[config.mk]
export PLATFORM = sky130hd
export DESIGN_NAME = mem_subword_ctrl
export DESIGN_NICKNAME = d
export VERILOG_FILES = /design/src/rtl/mem_subword_ctrl.sv
export SDC_FILE = /design/constraint.sdc
export NUM_CORES = 1
export LEC_CHECK = 0
export ABC_AREA = 1
export CAP_MARGIN = 15
export CORE_MARGIN = 2
export CORE_UTILIZATION = 58
export CTS_CLUSTER_DIAMETER = 120
export DETAILED_ROUTE_END_ITERATION = 8
export DONT_BUFFER_PORTS = 1
export GPL_TIMING_DRIVEN = 0
export PLACE_DENSITY = 0.76
export SETUP_SLACK_MARGIN = 0.02
export SYNTH_ARGS = -nofsm -noshare
export SYNTH_HDL_FRONTEND = slang
export SYNTH_SLANG_ARGS = --single-unit
[constraint.sdc]
create_clock -name clk -period 3.35 [get_ports clk]
set_input_delay 0.5025 -clock clk [delete_from_list [all_inputs] [get_ports clk]]
set_output_delay 0.5025 -clock clk [all_outputs]
set_load 0.02 [all_outputs]
[src/rtl/mem_subword_ctrl.sv]
// Load/store sequencer between the CPU datapath and a word-wide synchronous RAM.
// Sub-word loads extract and extend a lane; sub-word stores do read-modify-write.
module mem_subword_ctrl #(
  parameter int unsigned ADDR_W = 10
) (
  input  logic              clk,
  input  logic              rst,
  input  logic              req,
  input  logic              we,
  input  logic [1:0]        mode,
  input  logic              signext,
  input  logic [31:0]       addr,
  input  logic [31:0]       wdata,
  output logic              stall,
  output logic              done,
  output logic              misalign,
  output logic [31:0]       rdata,
  output logic [ADDR_W-1:0] ram_addr,
  output logic              ram_we,
  output logic [31:0]       ram_wdata,
  input  logic [31:0]       ram_rdata
);

  typedef enum logic [2:0] {S_IDLE, S_RD, S_LAT, S_WR, S_DONE} state_t;

  state_t              r_state;
  logic                r_we;
  logic                r_sx;
  logic                r_mis;
  logic [1:0]          r_mode;
  logic [ADDR_W+1:0]   r_addr;
  logic [31:0]         r_wdata;
  logic [31:0]         r_wbuf;
  logic [31:0]         r_rdata;
  logic                w_mis;
  logic                w_unused_addr;

  // Bits above the RAM's reach are ignored so accesses wrap modulo RAM depth.
  assign w_unused_addr = ^addr[31:ADDR_W+2];

  assign w_mis = ((mode == 2'b01) && addr[0]) || (mode[1] && (addr[1:0] != 2'b00));

  function automatic logic [31:0] f_extract(input logic [1:0] m, input logic sx,
                                            input logic [1:0] lo, input logic [31:0] d);
    logic [7:0]  b;
    logic [15:0] h;
    case (lo)
      2'd0:    b = d[7:0];
      2'd1:    b = d[15:8];
      2'd2:    b = d[23:16];
      default: b = d[31:24];
    endcase
    h = lo[1] ? d[31:16] : d[15:0];
    case (m)
      2'b00:   f_extract = {{24{sx & b[7]}}, b};
      2'b01:   f_extract = {{16{sx & h[15]}}, h};
      default: f_extract = d;
    endcase
  endfunction

  function automatic logic [31:0] f_merge(input logic [1:0] m, input logic [1:0] lo,
                                          input logic [31:0] d, input logic [31:0] w);
    f_merge = d;
    if (m == 2'b00) begin
      case (lo)
        2'd0:    f_merge[7:0]   = w[7:0];
        2'd1:    f_merge[15:8]  = w[7:0];
        2'd2:    f_merge[23:16] = w[7:0];
        default: f_merge[31:24] = w[7:0];
      endcase
    end else if (m == 2'b01) begin
      if (lo[1]) f_merge[31:16] = w[15:0];
      else       f_merge[15:0]  = w[15:0];
    end else begin
      f_merge = w;
    end
  endfunction

  always_ff @(posedge clk or posedge rst) begin
    if (rst) begin
      r_state <= S_IDLE;
      r_we    <= 1'b0;
      r_sx    <= 1'b0;
      r_mis   <= 1'b0;
      r_mode  <= 2'b00;
      r_addr  <= '0;
      r_wdata <= '0;
      r_wbuf  <= '0;
      r_rdata <= '0;
    end else begin
      case (r_state)
        S_IDLE: begin
          if (req) begin
            r_we    <= we;
            r_mode  <= mode;
            r_sx    <= signext;
            r_addr  <= addr[ADDR_W+1:0];
            r_wdata <= wdata;
            r_mis   <= w_mis;
            r_rdata <= '0;
            if (w_mis) begin
              r_state <= S_DONE;
            end else if (we && mode[1]) begin
              r_wbuf  <= wdata;
              r_state <= S_WR;
            end else begin
              r_state <= S_RD;
            end
          end
        end
        S_RD:  r_state <= S_LAT;
        S_LAT: begin
          // RAM data for the word presented in RD is valid here.
          if (r_we) begin
            r_wbuf  <= f_merge(r_mode, r_addr[1:0], ram_rdata, r_wdata);
            r_state <= S_WR;
          end else begin
            r_rdata <= f_extract(r_mode, r_sx, r_addr[1:0], ram_rdata);
            r_state <= S_DONE;
          end
        end
        S_WR:    r_state <= S_DONE;
        S_DONE:  r_state <= S_IDLE;
        default: r_state <= S_IDLE;
      endcase
    end
  end

  // Stall covers the request cycle itself so the CPU holds its operands.
  assign stall     = ((r_state == S_IDLE) && req) || (r_state == S_RD) ||
                     (r_state == S_LAT) || (r_state == S_WR);
  assign done      = (r_state == S_DONE);
  assign misalign  = done & r_mis;
  assign rdata     = done ? r_rdata : 32'h0;
  assign ram_addr  = r_addr[ADDR_W+1:2];
  assign ram_we    = (r_state == S_WR);
  assign ram_wdata = r_wbuf;

endmodule
# ---- Word-level counts from Yosys, hierarchy flattened
# Index checks and enable logic that the tools add are counted.
# W data, S select, Z words.
dict set report op_classes {
  eq_ne 13
  n_mux 27
  bitwise_logic 3
  reduce_logical 17
}
# op n
set op_table {}
lappend op_table {{$mux W32} 9}
lappend op_table {{$pmux W32 S2} 3}
lappend op_table {{$mux W16} 3}
lappend op_table {{$mux W8} 6}
lappend op_table {{$pmux W8 S3} 1}
lappend op_table {{$pmux W3 S4} 1}
lappend op_table {{$ne A2 B2 Y1 const B} 5}
lappend op_table {{$mux W3} 3}
lappend op_table {{$eq A2 B1 Y1 const B} 3}
lappend op_table {{$eq A3 B2 Y1 const B} 2}
lappend op_table {{$reduce_and A5 Y1} 1}
lappend op_table {{$logic_and A1 B1 Y1} 4}
lappend op_table {{$logic_not A2 Y1} 2}
lappend op_table {{$logic_or A1 B1 Y1} 4}
lappend op_table {{$reduce_bool A2 Y1} 2}
lappend op_table {{$and A1 B1 Y1} 3}
lappend op_table {{$eq A3 B1 Y1 const B} 1}
lappend op_table {{$eq A3 B3 Y1 const B} 1}
lappend op_table {{$logic_not A3 Y1} 1}
lappend op_table {{$reduce_and A3 Y1} 1}
lappend op_table {{$reduce_or A3 Y1} 1}
lappend op_table {{$eq A2 B2 Y1 const B} 1}
lappend op_table {{$mux W2} 1}
lappend op_table {{$reduce_and A2 Y1} 1}
dict set report totals {
  regBits 116
  output_inout_bits 78
  elab_cells 69
}

# ---- Logic depth before layout (Yosys ltp)
dict set report depth {
  word_depth 8
  depth_mapped 10
}

# ---- Least setup slack after synthesis
# OpenSTA, ideal clock, no wires.
dict set report synth_timing {
  path_type {register to output}
  from {register r_state[2]}
  to {output port stall}
  arrival_ps 1259
  required_ps 2847
  setup_slack_ps 1589
  stages_incl_launch_ff 8
  path_buffers 1
  path_cell_list {dfrtp_1 inv_2 nand2_2 inv_1 nand2_1 buf_2 inv_1 nor2_1}
}
dict set report synth_via {
  elab_chain_len 5
}
# element line_no
set synth_lines {}
lappend synth_lines {{start, declared} 26} ;# state_t r_state;
lappend synth_lines {{start signal, assigned} 81} ;# r_state <= S_IDLE;
lappend synth_lines {{start signal, assigned} 102} ;# r_state <= S_DONE;
lappend synth_lines {{start signal, assigned} 105} ;# r_state <= S_WR;
lappend synth_lines {{$logic_not A3 Y1} 130} ;# assign stall = ((r_state == S_IDLE) && req) || (r_state == S_RD) ||
lappend synth_lines {{$logic_and A1 B1 Y1} 130}
lappend synth_lines {{$logic_or A1 B1 Y1 (2 in series)} 130}
lappend synth_lines {{$logic_or A1 B1 Y1 *} 131} ;# (r_state == S_LAT) || (r_state == S_WR);
lappend synth_lines {{end, declared} 14} ;# output logic stall,
# Mark *: on every way between the ends. The rest lies on a longest branch, timed or not.

# ---- Worst setup path after layout
dict set report layout_timing {
  from {register r_state[0]}
  to {output port rdata[13]}
}
dict set report layout_via {
  elab_chain_len 2
}
# element line_no
set layout_lines {}
lappend layout_lines {{$eq A3 B3 Y1} 132} ;# assign done = (r_state == S_DONE);
lappend layout_lines {{$mux W32} 134} ;# assign rdata = done ? r_rdata : 32'h0;
lappend layout_lines {{end, declared} 17} ;# output logic [31:0] rdata,
# No other way between the ends.

==> results.txt <==
run status = finished, final reports clean
PnR worst setup slack = 971 ps
largest family of logic cells by synthesized area = simple AND/OR/NAND/NOR gates
share of cells above drive strength 1 = 11.1%
CP Capture Type = primary output
pre-CTS setup slack = 1390 ps
simple-gate share of the synthesized area = 33.3%
Internal = 4360 µW
combinational power share = 41.5%
die height = 112 µm
crit start category = register
Core Footprint = 0.0114 mm²
largest net degree at the start of global routing = 44
Final TNS setup = 0 ps
vias in the first global route = 6194
row cnt = 39
min cycle time layout = 2380 ps
clk sinks = 116
Flop pwr share = 33.8%
Synth Area in Compound Gates = 12.6%
Distinct cells, synth = 27
sequential element share of the synthesized area = 42.8%
Leak Pwr = 0.00389 µW
final wirelength = 21400 µm
Power Dens Cells = 1040 mW/mm²
Max Fclk = 420 MHz
Min Hold Slack = 200 ps
CP Data Required Time = 2850 ps
PortBufs = 0
TritonCTS clock tree = yes
I/O pins = 181
CTS Buffer Depth = 2
RD Place Congestion = 0.968
CTS buffer count = 17
die span in x = 112 µm
DRT antenna net count = 0
#FFs+latches synth = 116
Tot GR Track Use = 34.4%
Switching Share = 45.5%
yosys warns = 0
average size of a mapped cell = 6.90 µm²
net switching power = 3640 µW
CP Data Arrival Time = 1880 ps
Worst Hold Class = in -> reg
WL/cell = 18.4 µm
Tcrit/Tclk final = 71.0%
Die ar. = 0.0126 mm²
Rel. slew slack = 50.3%
Nets = 1109
H-tree depth = 4
Post-Synth XOR/XNOR Area = 0%
total power = 8000 µW
root buf cell = clkbuf_16
syn_nets = 1086
mux cell area share after synthesis = 0%
setup violators final = 0
via/cell ratio = 5.59
Post-CTS Setup Bufs = 0
worst setup path category = reg -> out
routed vias = 6500
total gr overflow = 0
final hold vios = 0
max-cap viol count = 0
RSZ-0062 raised after global routing = no
Final Max Slew Viols = 0
Synth Area in Adders = 0%
Mapped Area = 0.00679 mm²
initial antenna violation count = 0
first-pass GRT wire length = 33400 µm
number of diodes = 0
Initial Utilization = 59.4%
latest clock arrival within the worst-skew pair = 420 ps
DRC viols = 0
worst slew pin tran = 739 ps
clock share of power = 24.8%
Critical Path Fanout Max = 10
Worst-path clk slew = 60 ps
Detailed Place HPWL = 16200 µm
maximum vdd drop = 0.530 mV
Mapped Cells = 983
DR iter-0 viols = 618
skew final = 7.31 ps
Layout area overhead = 13.2%
TritonRoute pass-1 iters = 5
## area by class of cell
| type | instances | area, µm² |
|---|---|---|
| fill | 1027 | 3740 |
| sequential | 116 | 2900 |
| clock inverter | 13 | 198 |
| multi-input combinational | 691 | 3110 |
| timing repair buffer | 4 | 70.1 |
| tap | 143 | 179 |
| inverter | 113 | 428 |
| clock buffer | 19 | 443 |
| buffer | 63 | 345 |
## power by group through the flow
stage / clock network [µW] / registers [µW] / logic (µW)
after floorplan: 0 / 2600 / 2480
after global placement: 0 / 2700 / 3190
after detailed placement: 0 / 2710 / 3250
after CTS: 1990 / 2700 / 3280
after global routing: 2060 / 2770 / 3690
final: 1980 / 2700 / 3320
## worst paths after layout
path                            cells past startpoint  startpoint     endpoint  slack, ps
min in group asynchronous                           2         rst   r_addr[11]        610
max in group asynchronous                           4         rst    r_addr[0]       2020
worst min register to register                      2  r_addr[10]   r_addr[10]        470
worst max register to register                      9  r_state[0]  r_rdata[19]       1460
worst max-delay path                                4  r_state[0]    rdata[13]        970
worst min-delay path                                2     addr[2]    r_addr[2]        200
## sequential cells by signal, summed over array words and instances (netlist names)
signal / cells
ram_wdata: 32
r_rdata: 32
r_we: 1
r_sx: 1
r_mode: 2
r_addr: 12
r_mis: 1
r_state: 3
r_wdata: 32
## kinds of logic after synthesis
logic type             Yosys count
AO/OA/AOI/OAI                  155
buffers and inverters          176
AND/OR/NAND/NOR                536
flip-flops                     116
## per-layer routing
metal,GRT usage [%],vias to the layer above,part of all wire (%)
li1,-,3155,-
met1,47.2,2997,42
met2,54.5,308,46
met3,7.24,40,9.0
met4,12.3,0,2.9
met5,0,-,0
## cells in the mapped netlist (all sizes together)
cell type / count / share of area, %
inv: 113 / 6.3
buf: 46 / 4.1
dfrtp: 116 / 43
a21oi: 28 / 2.2
nor2: 72 / 4.6
o21ai: 99 / 7.3
o22ai: 3 / 0.28
clkbuf: 17 / 0.94
or2: 14 / 1.3
o211ai: 24 / 2.7
nor3: 1 / 0.074
nand2: 348 / 19
a31oi: 1 / 0.092
nand3: 101 / 7.9
## stage by stage
| stage | cell area [µm²] | cells | utilization (%) |
|---|---|---|---|
| after floorplan | 6790 | 983 | - |
| after global placement | 6970 | 1126 | 61.0 |
| after detailed placement | 7030 | 1129 | 61.5 |
| after CTS | 7680 | 1162 | 67.2 |
| after global routing | 7680 | 1162 | 67.2 |
| final | 7680 | 1162 | 67.2 |
## timing repair
action,in CTS,in global routing
resized for setup,0,0
hold buffers,1,0
endpoints found under the hold margin,1,0
## layout by cell type (no fill, tap or decap), types with 4 or more instances in the layout
master,n
buf_1,6
a21oi_1,27
clkinv_4,5
nand2_1,344
bufinv_16,4
inv_2,9
o211ai_1,24
nand3_1,98
o21ai_1,11
clkbuf_1,18
nor2_1,65
inv_1,103
buf_4,16
clkbuf_16,17
o21ai_0,88
buf_2,21
or2_2,14
nor2_2,4
dfrtp_1,116
## critical path, stage by stage (launching register included)
cell and delay, ps:
dfrtp_1 400, nor2_2 150, nand2_1 230, clkbuf_1 300, nor2_1 380
No activity file was read; power rests on OpenSTA's default activity.
